--- src/rtl/uart_pkg.sv ---
// Shared types and helpers for the parametrised UART core.
package uart_pkg;

  typedef enum logic [1:0] {
    PAR_NONE = 2'd0,
    PAR_EVEN = 2'd1,
    PAR_ODD  = 2'd2
  } parity_e;

  typedef enum logic [2:0] {
    TX_IDLE, TX_START, TX_DATA, TX_PARITY, TX_STOP
  } tx_state_e;

  typedef enum logic [2:0] {
    RX_IDLE, RX_START, RX_DATA, RX_PARITY, RX_STOP, RX_WAIT_HIGH
  } rx_state_e;

  localparam int unsigned MIN_CLKS_PER_BIT = 8;

  function automatic int unsigned clks_per_bit(input int unsigned clk, input int unsigned baud);
    return clk / baud;
  endfunction

endpackage

--- src/rtl/uart_rx.sv ---
// UART receiver: 2-flop synchroniser, 3-sample majority vote, framing/parity checks.
module uart_rx
  import uart_pkg::*;
#(
  parameter int unsigned CPB       = 16,
  parameter int unsigned DATA_BITS = 8,
  parameter parity_e     PAR_MODE  = PAR_NONE
) (
  input  logic                 clk,
  input  logic                 rst_n,
  input  logic                 rx,
  output logic [DATA_BITS-1:0] rx_data,
  output logic                 rx_valid,
  output logic                 rx_frame_err,
  output logic                 rx_parity_err
);
  localparam int unsigned HALF = CPB / 2;
  localparam int unsigned CW   = $clog2(CPB);
  localparam int unsigned BW   = $clog2(DATA_BITS);

  rx_state_e            r_state, w_state_nxt;
  logic                 r_meta, r_sync, r_sync_d;
  logic [CW-1:0]        r_cnt;
  logic [BW-1:0]        r_bit;
  logic [DATA_BITS-1:0] r_shreg, r_data;
  logic                 r_s0, r_s1, r_par_bad, r_valid, r_ferr, r_perr;
  logic                 w_start, w_decide, w_bit_end, w_last, w_maj;
  logic                 w_shift_en, w_par_en, w_done;

  assign w_start   = r_sync_d & ~r_sync;
  assign w_decide  = (r_cnt == CW'(HALF + 1));
  assign w_bit_end = (r_cnt == CW'(CPB - 1));
  assign w_last    = (r_bit == BW'(DATA_BITS - 1));
  // third sample is the live synchronised value at offset HALF+1
  assign w_maj     = (r_s0 & r_s1) | (r_s0 & r_sync) | (r_s1 & r_sync);

  always_ff @(posedge clk or negedge rst_n) begin
    if (!rst_n) r_state <= RX_IDLE;
    else        r_state <= w_state_nxt;
  end

  always_comb begin
    w_state_nxt = r_state;
    unique case (r_state)
      RX_IDLE:      if (w_start) w_state_nxt = RX_START;
      RX_START:     if (w_decide && w_maj) w_state_nxt = RX_IDLE;
                    else if (w_bit_end)    w_state_nxt = RX_DATA;
      RX_DATA:      if (w_bit_end && w_last)
                      w_state_nxt = (PAR_MODE == PAR_NONE) ? RX_STOP : RX_PARITY;
      RX_PARITY:    if (w_bit_end) w_state_nxt = RX_STOP;
      RX_STOP:      if (w_decide) w_state_nxt = w_maj ? RX_IDLE : RX_WAIT_HIGH;
      RX_WAIT_HIGH: if (r_sync) w_state_nxt = RX_IDLE;
      default:      w_state_nxt = RX_IDLE;
    endcase
  end

  always_comb begin
    w_shift_en = (r_state == RX_DATA)   && w_decide;
    w_par_en   = (r_state == RX_PARITY) && w_decide;
    w_done     = (r_state == RX_STOP)   && w_decide;
  end

  always_ff @(posedge clk or negedge rst_n) begin
    if (!rst_n) begin
      r_meta    <= 1'b1;
      r_sync    <= 1'b1;
      r_sync_d  <= 1'b1;
      r_cnt     <= '0;
      r_bit     <= '0;
      r_shreg   <= '0;
      r_s0      <= 1'b0;
      r_s1      <= 1'b0;
      r_par_bad <= 1'b0;
      r_valid   <= 1'b0;
      r_data    <= '0;
      r_ferr    <= 1'b0;
      r_perr    <= 1'b0;
    end else begin
      r_meta   <= rx;
      r_sync   <= r_meta;
      r_sync_d <= r_sync;
      // the falling-edge cycle is offset 0, so counting resumes at 1
      if (r_state == RX_IDLE)                     r_cnt <= {{(CW-1){1'b0}}, w_start};
      else if (r_state == RX_WAIT_HIGH || w_bit_end) r_cnt <= '0;
      else                                        r_cnt <= r_cnt + CW'(1);
      if (r_state != RX_DATA) r_bit <= '0;
      else if (w_bit_end)     r_bit <= r_bit + BW'(1);
      if (r_cnt == CW'(HALF - 1)) r_s0 <= r_sync;
      if (r_cnt == CW'(HALF))     r_s1 <= r_sync;
      if (w_shift_en) r_shreg <= {w_maj, r_shreg[DATA_BITS-1:1]};
      if (r_state == RX_IDLE) r_par_bad <= 1'b0;
      else if (w_par_en)      r_par_bad <= w_maj ^ (^r_shreg) ^ (PAR_MODE == PAR_ODD);
      r_valid <= w_done;
      if (w_done) begin
        r_data <= r_shreg;
        r_ferr <= ~w_maj;
        r_perr <= r_par_bad;
      end
    end
  end

  assign rx_data       = r_data;
  assign rx_valid      = r_valid;
  assign rx_frame_err  = r_ferr;
  assign rx_parity_err = r_perr;

endmodule

--- src/rtl/uart_core.sv ---
// Full-duplex UART: inline TX FSM with valid/ready handshake, receiver in uart_rx.
module uart_core
  import uart_pkg::*;
#(
  parameter int unsigned CLK_FREQ  = 100_000_000,
  parameter int unsigned BAUD      = 115200,
  parameter int unsigned DATA_BITS = 8,
  parameter int unsigned PARITY    = 0,
  parameter int unsigned STOP_BITS = 1
) (
  input  logic                 clk,
  input  logic                 rst_n,
  input  logic [DATA_BITS-1:0] tx_data,
  input  logic                 tx_valid,
  output logic                 tx_ready,
  output logic                 tx,
  input  logic                 rx,
  output logic [DATA_BITS-1:0] rx_data,
  output logic                 rx_valid,
  output logic                 rx_frame_err,
  output logic                 rx_parity_err
);
  localparam int unsigned CPB      = clks_per_bit(CLK_FREQ, BAUD);
  localparam int unsigned STOP_LEN = STOP_BITS * CPB;
  localparam int unsigned CW       = $clog2(2 * CPB);
  localparam int unsigned BW       = $clog2(DATA_BITS);
  localparam parity_e     PAR_MODE = parity_e'(PARITY[1:0]);

  if (CPB < MIN_CLKS_PER_BIT || DATA_BITS < 5 || DATA_BITS > 9 ||
      PARITY > 2 || STOP_BITS < 1 || STOP_BITS > 2) begin : g_param_check
    $fatal(1, "uart_core: illegal parameter set");
  end

  tx_state_e            r_state, w_state_nxt;
  logic [CW-1:0]        r_cnt;
  logic [BW-1:0]        r_bit;
  logic [DATA_BITS-1:0] r_shreg;
  logic                 r_par, r_tx;
  logic                 w_bit_end, w_stop_end, w_last, w_hs, w_tx_nxt;

  assign w_bit_end  = (r_cnt == CW'(CPB - 1));
  assign w_stop_end = (r_cnt == CW'(STOP_LEN - 1));
  assign w_last     = (r_bit == BW'(DATA_BITS - 1));
  // ready also on the final stop cycle so a held tx_valid runs frames back to back
  assign tx_ready   = (r_state == TX_IDLE) || (r_state == TX_STOP && w_stop_end);
  assign w_hs       = tx_valid && tx_ready;
  assign tx         = r_tx;

  always_ff @(posedge clk or negedge rst_n) begin
    if (!rst_n) r_state <= TX_IDLE;
    else        r_state <= w_state_nxt;
  end

  always_comb begin
    w_state_nxt = r_state;
    unique case (r_state)
      TX_IDLE:   if (w_hs) w_state_nxt = TX_START;
      TX_START:  if (w_bit_end) w_state_nxt = TX_DATA;
      TX_DATA:   if (w_bit_end && w_last)
                   w_state_nxt = (PAR_MODE == PAR_NONE) ? TX_STOP : TX_PARITY;
      TX_PARITY: if (w_bit_end) w_state_nxt = TX_STOP;
      TX_STOP:   if (w_stop_end) w_state_nxt = w_hs ? TX_START : TX_IDLE;
      default:   w_state_nxt = TX_IDLE;
    endcase
  end

  // tx is registered from the next state so the pin never glitches
  always_comb begin
    w_tx_nxt = 1'b1;
    unique case (w_state_nxt)
      TX_START:  w_tx_nxt = 1'b0;
      TX_DATA:   w_tx_nxt = (r_state == TX_DATA && w_bit_end) ? r_shreg[1] : r_shreg[0];
      TX_PARITY: w_tx_nxt = r_par;
      default:   w_tx_nxt = 1'b1;
    endcase
  end

  always_ff @(posedge clk or negedge rst_n) begin
    if (!rst_n) begin
      r_cnt   <= '0;
      r_bit   <= '0;
      r_shreg <= '0;
      r_par   <= 1'b0;
      r_tx    <= 1'b1;
    end else begin
      r_tx <= w_tx_nxt;
      if (w_hs) begin
        r_shreg <= tx_data;
        r_par   <= (^tx_data) ^ (PAR_MODE == PAR_ODD);
      end else if (r_state == TX_DATA && w_bit_end) begin
        r_shreg <= r_shreg >> 1;
      end
      if (r_state == TX_IDLE || w_state_nxt != r_state || (w_bit_end && r_state != TX_STOP))
        r_cnt <= '0;
      else
        r_cnt <= r_cnt + CW'(1);
      if (r_state != TX_DATA) r_bit <= '0;
      else if (w_bit_end)     r_bit <= r_bit + BW'(1);
    end
  end

  uart_rx #(
    .CPB       (CPB),
    .DATA_BITS (DATA_BITS),
    .PAR_MODE  (PAR_MODE)
  ) u_rx (
    .clk           (clk),
    .rst_n         (rst_n),
    .rx            (rx),
    .rx_data       (rx_data),
    .rx_valid      (rx_valid),
    .rx_frame_err  (rx_frame_err),
    .rx_parity_err (rx_parity_err)
  );

endmodule

--- config.mk ---
export PLATFORM = sky130hd
export DESIGN_NAME = uart_core
export DESIGN_NICKNAME = d
export VERILOG_FILES = /design/src/rtl/uart_pkg.sv /design/src/rtl/uart_rx.sv /design/src/rtl/uart_core.sv
export SDC_FILE = /design/constraint.sdc
export NUM_CORES = 1
export LEC_CHECK = 0
export CORE_UTILIZATION = 58
export DETAILED_ROUTE_END_ITERATION = 7
export GPL_TIMING_DRIVEN = 0
export PLACE_DENSITY = 0.81
export SYNTH_ARGS = -nofsm -noshare
export SYNTH_HDL_FRONTEND = slang
export SYNTH_HIERARCHICAL = 1
export SYNTH_SLANG_ARGS = --single-unit
--- constraint.sdc ---
create_clock -name clk -period 2.62 [get_ports clk]
set_clock_uncertainty 0.1 [all_clocks]
set_input_delay 0.524 -clock clk [delete_from_list [all_inputs] [get_ports clk]]
set_output_delay 0.524 -clock clk [all_outputs]
set_load 0.01 [all_outputs]
==> reports/results.md <==
| Parameter | Value |
|---|---|
| Result of the run | finished, final reports clean |
| Placer Congestion | 0.794 |
| Final HPWL DP | 3930 µm |
| Cell taking the most area after synthesis | dfrtp_1 |
| Post-synthesis instance area | 3360 µm² |
| Setup crit end kind | primary output |
| TritonCTS clock tree | built |
| Post-CTS Hold Buffers | 0 |
| Required arrival time at the worst endpoint | 2.00 ns |
| Number of max-capacitance violations reported | 0 |
| Post-synth top cells | dfrtp_1 (64), nor2_1 (31), xnor2_1 (27) |
| Start-to-end type of the worst setup path | register to primary output |
| Die height | 78.1 µm |
| Transition time of the tightest slew-check pin | 0.821 ns |
| Largest net degree at the start of global routing | 69 |
| Most used flip-flop cell after synthesis | dfrtp_1 |
| Port-buffer cells | 24 |
| Via count of the first global-routing pass | 2255 |
| Cells taking the most area after synthesis | dfrtp_1 (48%), xnor2_1 (7.0%), mux2_2 (3.7%) |
| Initial antenna violation count | 0 |
| Met1 track demand over resource in global routing | 29.3% |
| Worst IR drop on VDD | 0.508 mV |
| Number of unique standard cell types used by synthesis | 48 |
| Final-report setup violation count | 0 |
| Area used by sequential logic in the layout | 1710 µm² |
| Root buffer cell | clkbuf_8 |
| Most utilized layer in the global route result | met2 |
| Count leader, synth | dfrtp_1 |
| Avg Vias per Cell | 5.50 |
| CP max stage delay | 0.40 ns |
| Crit path DAT | 1.85 ns |
| Top fanout value on the critical path | 4 |
| Share of final-layout standard cells stronger than drive strength 1 | 16.6% |
| Num CTS Buffers | 9 |
| Boundary pin count | 25 |
| Cell leakage power | 1.75 nW |
| Crit share post-route | 94.4% |
| Pins Over Slew Limit | 0 |
| Syn Nets | 323 |
| Aggregate routed wire length | 5740 µm |
| Peak Freq | 405 MHz |
| Clock-pin slew reported for the worst setup and hold paths after clock tree synthesis | 0.07 ns |
| Total grt overflow | 0 |
| Initial DRC Count | 124 |
| Global-route wire length before repair | 10300 µm |
| Critical path launch point type | register |
| # diodes | 0 |
| Final antenna-violating net count | 0 |
| Core region area | 5540 µm² |
| Total Power | 2.74 mW |
| Mean area per synthesized cell | 11.1 µm² |
| Met3 track demand over resource | 6.74% |
| WL/cell | 13.8 µm |
| Starting density of the core | 60.6% |
| Die W | 78.1 µm |
| Clock Latency Late Sink | 0.35 ns |
| Area of the multi-input gates | 1570 µm² |
| GRT met2 Usage | 33.0% |
| Total power divided by cell area | 695 nW/µm² |
| Flops & latches, synth | 68 |
| Crit path max-delay cell type | dfrtp_1 |
| Worst min path class | input pin to async pin |
| Synth Instances | 303 |
| Post-layout utilization of the core | 71.3% |
| Final period demand of the worst path | 2.47 ns |
| Number of enable flip-flop cells after synthesis | 0 |
| Setup repair after global routing missed its margin | false |
| Warnings from Yosys | 6 |
| Count of vias placed by the detailed router | 2288 |
| DRC violations left | 0 |
| Summed negative setup slack over all endpoints | 0 ns |
| Sequential cell area fraction in the yosys report | 50.8% |
| Overall routing resource usage | 22.0% |
| TritonCTS sink count | 68 |
| Final Hold Fails | 0 |
| Die area | 6100 µm² |
| H-Tree Depth | 3 |
| Layout net count | 359 |
| Std cell rows | 27 |
| Fill cell count | 414 |
| Setup slack of the worst register-to-register path | 0.22 ns |
| Yosys top cell area share | 47.7% |
| Number of search-and-repair iterations in the first detailed-routing pass | 4 |
| Crit-path cells | ha_2, nor4b_4, a31oi_4, nor3_1, dlygate4sd2_1 |
| Syn-to-layout area delta | 17.6% |
| Headroom to the max-slew limit | 45.3% |
| Async set-or-reset flop fraction in the synthesized netlist | 100% |
| Number of buffers on the longest clock path | 2 |
repair_timing:
item,4_1_cts,5_1_grt
buffers inserted,1,0
endpoints found under the setup margin,1,1
gates resized for setup,3,1
final timing paths:
| check | cells after the start | start | to |
|---|---|---|---|
| max in group asynchronous | 1 | rst_n | r_cnt[10]$_DFF_PN0_ |
| setup / recovery | 5 | r_cnt[0]$_DFF_PN0_ | tx_ready |
| min in group clk | 0 | u_rx/r_meta$_DFF_PN1_ | u_rx/r_sync$_DFF_PN1_ |
| setup reg to reg | 7 | u_rx/r_cnt[0]$_DFF_PN0_ | u_rx/rx_data[5]$_DFFE_PN0P_ |
| hold / removal | 1 | rst_n | u_rx/r_cnt[6]$_DFF_PN0_ |
| hold reg to reg | 0 | u_rx/r_meta$_DFF_PN1_ | u_rx/r_sync$_DFF_PN1_ |
critical path: cells and delay by family (launching register included):
kind / cells / cell delay, ns
DFF: 1 / 0.40
adders and majority gates: 1 / 0.22
AOI/OAI and AO/OA: 1 / 0.17
and+or+nand+nor: 2 / 0.42
buffers and inverters: 1 / 0.28
stage by stage:
step | cell area, µm² | std cells | hold WS [ns] | setup slack (ns)
after global placement | 3690 | 399 | 0.249 | -1.32
after detailed placement | 3680 | 399 | 0.252 | 0.141
after floorplan | 3360 | 303 | 0.128 | 0.429
final | 3950 | 416 | 0.173 | 0.148
after CTS | 3950 | 416 | 0.196 | 0.109
after global routing | 3950 | 416 | 0.244 | 0.0199
cell type report:
cell class / instances / share of cell area [%]
buffer: 12 / 1.71
clock buffer: 10 / 3.23
clock inverter: 6 / 2.85
inverter: 8 / 0.760
multi-input combinational: 215 / 39.8
sequential: 68 / 43.2
tap: 72 / 2.28
timing repair buffer: 25 / 6.18
state kept, by name (all words and copies together) (netlist names), 3 cells and up:
| register | count |
|---|---|
| u_rx/r_cnt | 10 |
| u_rx/r_bit | 3 |
| r_shreg | 8 |
| u_rx/r_shreg | 8 |
| r_cnt | 11 |
| u_rx/r_state | 3 |
| r_state | 3 |
| u_rx/rx_data | 8 |
| r_bit | 3 |
power breakdown:
group / total (mW) / internal (mW) / switching [mW] / leakage [nW]
logic: 0.409 / 0.204 / 0.205 / 0.743
registers: 1.30 / 1.17 / 0.123 / 0.886
clock network: 1.04 / 0.634 / 0.406 / 0.120
routing by layer:
metal	wire length (µm)	vias up	share of wire (%)
met4	112	0	2.0
met3	160	10	2.8
li1	-	1118	-
met2	2680	33	47
met5	0	-	0
met1	2790	1127	49
cell families after synthesis:
group,count (synthesis),share of synthesized area (%)
AND/OR/NAND/NOR,104,17.3
flip-flops,68,50.8
AO/OA/AOI/OAI,43,7.90
XOR/XNOR,33,8.61
multiplexers,27,9.50
buffers and inverters,20,2.91
adder cells (fa/ha/maj),8,2.98
cell usage in the layout (no fill, tap or decap), types with 3 or more instances in the layout:
| master | count |
|---|---|
| or3_1 | 4 |
| dfstp_2 | 4 |
| mux2_2 | 11 |
| clkbuf_1 | 7 |
| and3_1 | 5 |
| mux2i_1 | 9 |
| buf_4 | 3 |
| a21oi_1 | 11 |
| xor2_1 | 6 |
| o21ai_0 | 16 |
| mux2_4 | 7 |
| inv_1 | 8 |
| xnor2_1 | 27 |
| ha_1 | 7 |
| clkdlybuf4s50_1 | 22 |
| buf_2 | 3 |
| dfrtp_1 | 64 |
| nor2_1 | 31 |
| nor3_1 | 3 |
| nand3_1 | 13 |
| nand2_1 | 22 |
| bufinv_16 | 3 |
| nor2b_1 | 4 |
| clkbuf_8 | 9 |
| nand4b_1 | 3 |
Power figures use the tool's default switching activity.
==> RTL change 1: new RTL, same settings <==
Change the parameter `CLK_FREQ` from 100_000_000 to 200_000_000.
--- a/src/rtl/uart_core.sv
+++ b/src/rtl/uart_core.sv
@@ -2,7 +2,7 @@
 module uart_core
   import uart_pkg::*;
 #(
-  parameter int unsigned CLK_FREQ  = 100_000_000,
+  parameter int unsigned CLK_FREQ  = 200_000_000,
   parameter int unsigned BAUD      = 115200,
   parameter int unsigned DATA_BITS = 8,
   parameter int unsigned PARITY    = 0,
Behaviour: no difference found for any inputs over 10 cycles, from zero or initial values and one cycle with rst_n low; that may be too few to reach the edited logic, so the function may still have changed.
==> RTL change 1 against the unedited design <==
Combinational power is 40% lower. Design area increased by 5.0%. Sequential cell count grew 2. Final cell count is 4.3% higher. Setup slack got worse by 0.11 ns. Wire length is 9.8% higher. Area after synthesis up 4.5%. Utilization rose by 1.8 points. Sequential power is 10% lower. Power down 10%. Die area up 4.4%. Critical path type unchanged.
==> RTL change 1: results (changes against the unedited design) <==
metric,value,unit,change
status,finished clean,,
syn_area_per_cell,11.2,µm²,+0.88%
Placed Area,3840,µm²,+4.1%
Synth area leaders,"dfrtp_1 47%, xnor2_1 7.2%, mux2_2 4.2%",,
largest net degree at the start of global routing,71,,+2.9%
nets@finish,377,,+5.0%
Largest regs,"r_cnt x12, u_rx/r_cnt x11",,
count of cell types in the netlist,56,,+17%
Worst R2R Start,r_cnt[5],,
Worst Tran Pin Value,0.847,ns,+0.0255 ns
syn_nets,334,,+3.4%
DR iter-0 viols,177,,+43%
Synth top cells by count,"66 x dfrtp_1, 35 x nor2_1, 29 x xnor2_1, 25 x nand2_1, 13 x mux2_2",,
fraction of layout cells with a size suffix above 1,20.2,%,+3.6 points
max incr delay on CP,0.54,ns,+0.14 ns
GR Util All Layers,23.1,%,+1.1 points
pre-CTS setup slack,-0.246,ns,-0.388 ns
Via-to-Cell Ratio,5.58,,+1.5%
RePlAce Congestion,0.850,,+7.0%
number of global-route vias before repair,2473,,+9.7%
CP max FO,2,,-2
dpl cells,410,,+2.8%
VDD IR max,441,µV,-13%
dpl hpwl,4.11,mm,+4.6%
Antenna diodes,0,,unchanged
first-pass GRT wire length,11.2,mm,+9.3%
Non-Filler Instances,434,,+4.3%
Slowest cell on crit path,or4_4,,
DR WL/cell,14.5,µm,+5.3%
reg-to-reg endpoint,r_shreg[0],,
leakage,0.00180,µW,+3.0%
reg-to-reg setup timing slack,0.11,ns,-0.11 ns
"Seq/Total Area, Yosys",50.1,%,-0.79 points
CP arrival,1.95,ns,+0.10 ns
filler cell count,405,,-2.2%
top cell type's share of synthesized area,47.1,%,-0.65 points
## RTL change 1: per-stage QoR
| step | hold WS [ns] | power (µW) | utilization (%) |
|---|---|---|---|
| 6_report | 0.171 | 2470 | 73.1 |
| 3_5_place_dp | 0.248 | 1430 | 67.6 |
| 5_1_grt | 0.247 | 2590 | 73.1 |
| 3_3_place_gp | 0.248 | 1430 | 67.7 |
| 2_1_floorplan | 0.128 | 1350 | - |
| 4_1_cts | 0.214 | 2490 | 72.9 |
## RTL change 1: power breakdown
part	internal (µW)	leakage (µW)	switching, µW
Sequential	1120	0.000902	43.6
Clock	635	0.000116	418
Combinational	108	0.000785	140
## RTL change 1: metal layers
layer | vias to the layer above | routed length (µm) | global-route usage [%]
met2 | 45 | 3070 | 35.8
met4 | 0 | 94 | 12.1
li1 | 1176 | - | -
met1 | 1192 | 2960 | 30.7
met5 | - | 0 | 0
met3 | 10 | 173 | 4.57
## RTL change 1: worst max-delay path by stage
stage	from	endpoint	slack (ns)
2_1_floorplan	r_cnt[4]	tx_ready	0.26
3_3_place_gp	rst_n	u_rx/r_cnt[8]	-1.41
3_5_place_dp	r_cnt[4]	tx_ready	-0.25
4_1_cts	r_cnt[11]	tx_ready	0.02
5_1_grt	r_cnt[5]	tx_ready	-0.02
6_report	r_cnt[5]	tx_ready	0.04
## RTL change 1: timing repair
item	in CTS	in global routing
endpoints found under the hold margin	0	0
gates resized for setup	7	1
setup buffers	7	2
pin swaps	1	3
setup endpoints to repair	1	1
## RTL change 1: final cells by class
class / instances / area [µm²] / share of cell area [%]
Clock buffer: 9 / 124 / 2.99
Multi-Input combinational cell: 226 / 1670 / 40.3
Tap cell: 72 / 90.1 / 2.17
Buffer: 11 / 57.6 / 1.39
Inverter: 6 / 22.5 / 0.543
Clock inverter: 7 / 123 / 2.96
Timing Repair Buffer: 33 / 300 / 7.24
Sequential cell: 70 / 1760 / 42.4
## RTL change 1: kinds of logic (layout without fill, tap and decap cells)
kind of cell / after synthesis / count (layout) / share of synthesized area, %
buffers and inverters: 18 / 66 / 2.60
AOI/OAI and AO/OA: 32 / 32 / 6.10
and+or+nand+nor: 118 / 118 / 18.2
DFF: 70 / 70 / 50.1
xor gates and xnor gates: 38 / 38 / 9.88
muxes: 29 / 29 / 10.0
adders and majority gates: 9 / 9 / 3.14
==> RTL change 2: new RTL, same settings <==
Without the edit above. Re-encode `tx_state_e` (5 states) as Gray code, 3 bits wide.
--- a/src/rtl/uart_pkg.sv
+++ b/src/rtl/uart_pkg.sv
@@ -8,7 +8,7 @@
   } parity_e;
 
   typedef enum logic [2:0] {
-    TX_IDLE, TX_START, TX_DATA, TX_PARITY, TX_STOP
+    TX_IDLE = 3'b000, TX_START = 3'b001, TX_DATA = 3'b011, TX_PARITY = 3'b010, TX_STOP = 3'b110
   } tx_state_e;
 
   typedef enum logic [2:0] {
Formal check against the unedited RTL: same outputs for any inputs over 10 cycles, from zero or initial values and one cycle with rst_n low; not proved beyond that.
==> RTL change 2 against the unedited design <==
Register-to-register slack got worse by 0.03 ns. First-iteration DRC count rose by 50%. Area after synthesis rose by 1.9%. Count of clock-buffer cells in the layout did not move. Wire length rose by 7.9%. Setup slack improved by 0.046 ns. Power fell by 5.3%. Maximum frequency rose by 1.9%. Design area rose by 1.2%. Sequential cell count did not move. Critical endpoint is now u_rx/rx_data[3].
==> RTL change 2: results (changes against the unedited design) <==
metric,value,unit,change
status,finished clean,,
Skew-Pair Late Insertion Delay,0.34,ns,
DR iter-0 viols,186,,+50%
Slew HR,44.7,%,-0.51 points
Via Count,2363,,+3.3%
fraction of layout cells with a size suffix above 1,18.1,%,+1.5 points
Non-Filler Instances,426,,+2.4%
first-pass GRT wire length,10.5,mm,+2.4%
cells after synthesis,310,,+2.3%
DR WL/cell,14.5,µm,+5.3%
Antenna diodes,0,,unchanged
filler cell count,409,,-1.2%
CP max FO,10,,+6
pre-CTS setup slack,0.0825,ns,-0.0590 ns
GR Util All Layers,22.0,%,about the same
syn_nets,330,,+2.2%
Largest regs,"r_cnt x11, u_rx/r_cnt x10",,
Hold Path Class,input port to async pin,,
count of cell types in the netlist,56,,+17%
"Seq/Total Area, Yosys",49.9,%,-0.97 points
"CP delay by family, top",simple AND/OR/NAND/NOR gates,,
port bufs,24,,unchanged
largest net degree at the start of global routing,69,,unchanged
CTS Buffer Depth,2,,unchanged
Synth area leaders,"dfrtp_1 47%, xnor2_1 6.1%, nor2_1 4.2%",,
fraction of registers with async set/reset,100,%,unchanged
clock root buffer,clkbuf_8,,
dpl hpwl,4.30,mm,+9.3%
leakage,0.00180,µW,+2.8%
max incr delay on CP,0.52,ns,+0.12 ns
CTS buffer count,9,,unchanged
number of global-route vias before repair,2324,,+3.1%
initial antenna violation count,0,,unchanged
Initial DRT Pass Iterations,4,,unchanged
nets@finish,369,,+2.8%
RePlAce Congestion,0.826,,+4.0%
dpl cells,406,,+1.8%
register clock-pin slew on the reported worst setup and hold paths,0.07,ns,about the same
H-tree depth,3,,unchanged
Int Pwr,1860,µW,-7.3%
Synth top cells by count,"64 x dfrtp_1, 38 x nor2_1, 26 x nand2_1, 24 x xnor2_1, 14 x nand3_1",,
CP arrival,2.55,ns,+0.70 ns
VDD IR max,404,µV,-20%
Slowest cell on crit path,or4b_1,,
yosys warns,6,,unchanged
==> RTL change 2: cell types whose count changed after synthesis, moves of 4 or more <==
cell / before / now
a31oi_2: 0 / 5
nand2_1: 22 / 26
a21oi_1: 11 / 5
nor2_1: 31 / 38
o21ai_0: 16 / 9
mux2i_1: 9 / 5
==> RTL change 2: power groups by stage <==
stage | sequential [µW] | combinational, µW | clock [µW]
CTS | 1290 | 467 | 845
finish | 1290 | 488 | 825
floorplan | 1270 | 336 | 0
detailed placement | 1300 | 435 | 0
global placement | 1290 | 419 | 0
global route | 1300 | 548 | 895
==> RTL change 2: worst reg2reg max path, stage by stage (launching register included) <==
cell and delay (ns):
dfrtp_1 0.41, ha_1 0.24, nand2_1 0.14, or4b_1 0.52
buf_2 0.18, nor2_1 0.16, buf_4 0.22, mux2_2 0.36
==> RTL change 2: cells by family (layout without fill, tap and decap cells) <==
| logic type | count (synthesis) | in the layout | share of synthesized area, % |
|---|---|---|---|
| adders and majority gates | 8 | 8 | 2.93 |
| xor gates and xnor gates | 33 | 33 | 8.45 |
| and+or+nand+nor | 122 | 122 | 19.4 |
| muxes | 23 | 23 | 8.15 |
| buffers and inverters | 18 | 62 | 2.60 |
| DFF | 68 | 68 | 49.9 |
| AOI/OAI and AO/OA | 38 | 38 | 8.59 |
==> RTL change 2: layout make-up <==
type	count	share of cell area [%]
well taps	72	2.25
plain buffers	11	1.57
inverters	6	0.564
clock buffers	10	3.19
multi-input cells	224	41.1
flip-flops and latches	68	42.7
repair buffers	29	6.95
clock inverters	6	1.63
==> RTL change 2: repair_timing <==
| item | CTS | global route |
|---|---|---|
| buffers inserted | 3 | 2 |
| gates resized for setup | 2 | 3 |
| pin swaps | 1 | 0 |
| setup endpoints to repair | 1 | 1 |
==> RTL change 2: per-layer routing <==
metal	wire (µm)	vias up	track usage, %
met5	0	-	0
met1	2820	1148	28.2
met3	269	10	6.32
met2	3010	59	34.8
li1	-	1146	-
met4	83	0	10.0
==> RTL change 2: worst paths after layout <==
path	startpoint	endpoint	slack [ns]	depth (start not counted)
max	u_rx/r_cnt[0]	u_rx/rx_data[3]	0.19	7
min	rst_n	u_rx/r_cnt[7]	0.17	1
max reg2reg	u_rx/r_cnt[0]	u_rx/rx_data[3]	0.19	7
min reg2reg	u_rx/r_meta	u_rx/r_sync	0.26	0
max in group asynchronous	rst_n	r_shreg[1]	1.70	1
min in group clk	u_rx/r_meta	u_rx/r_sync	0.26	0
==> RTL change 2: through the flow <==
step	utilization [%]	instance area, µm²
2_1_floorplan	-	3420
3_3_place_gp	66.9	3750
3_5_place_dp	66.9	3750
4_1_cts	70.9	3970
5_1_grt	71.2	4000
6_report	71.2	4000
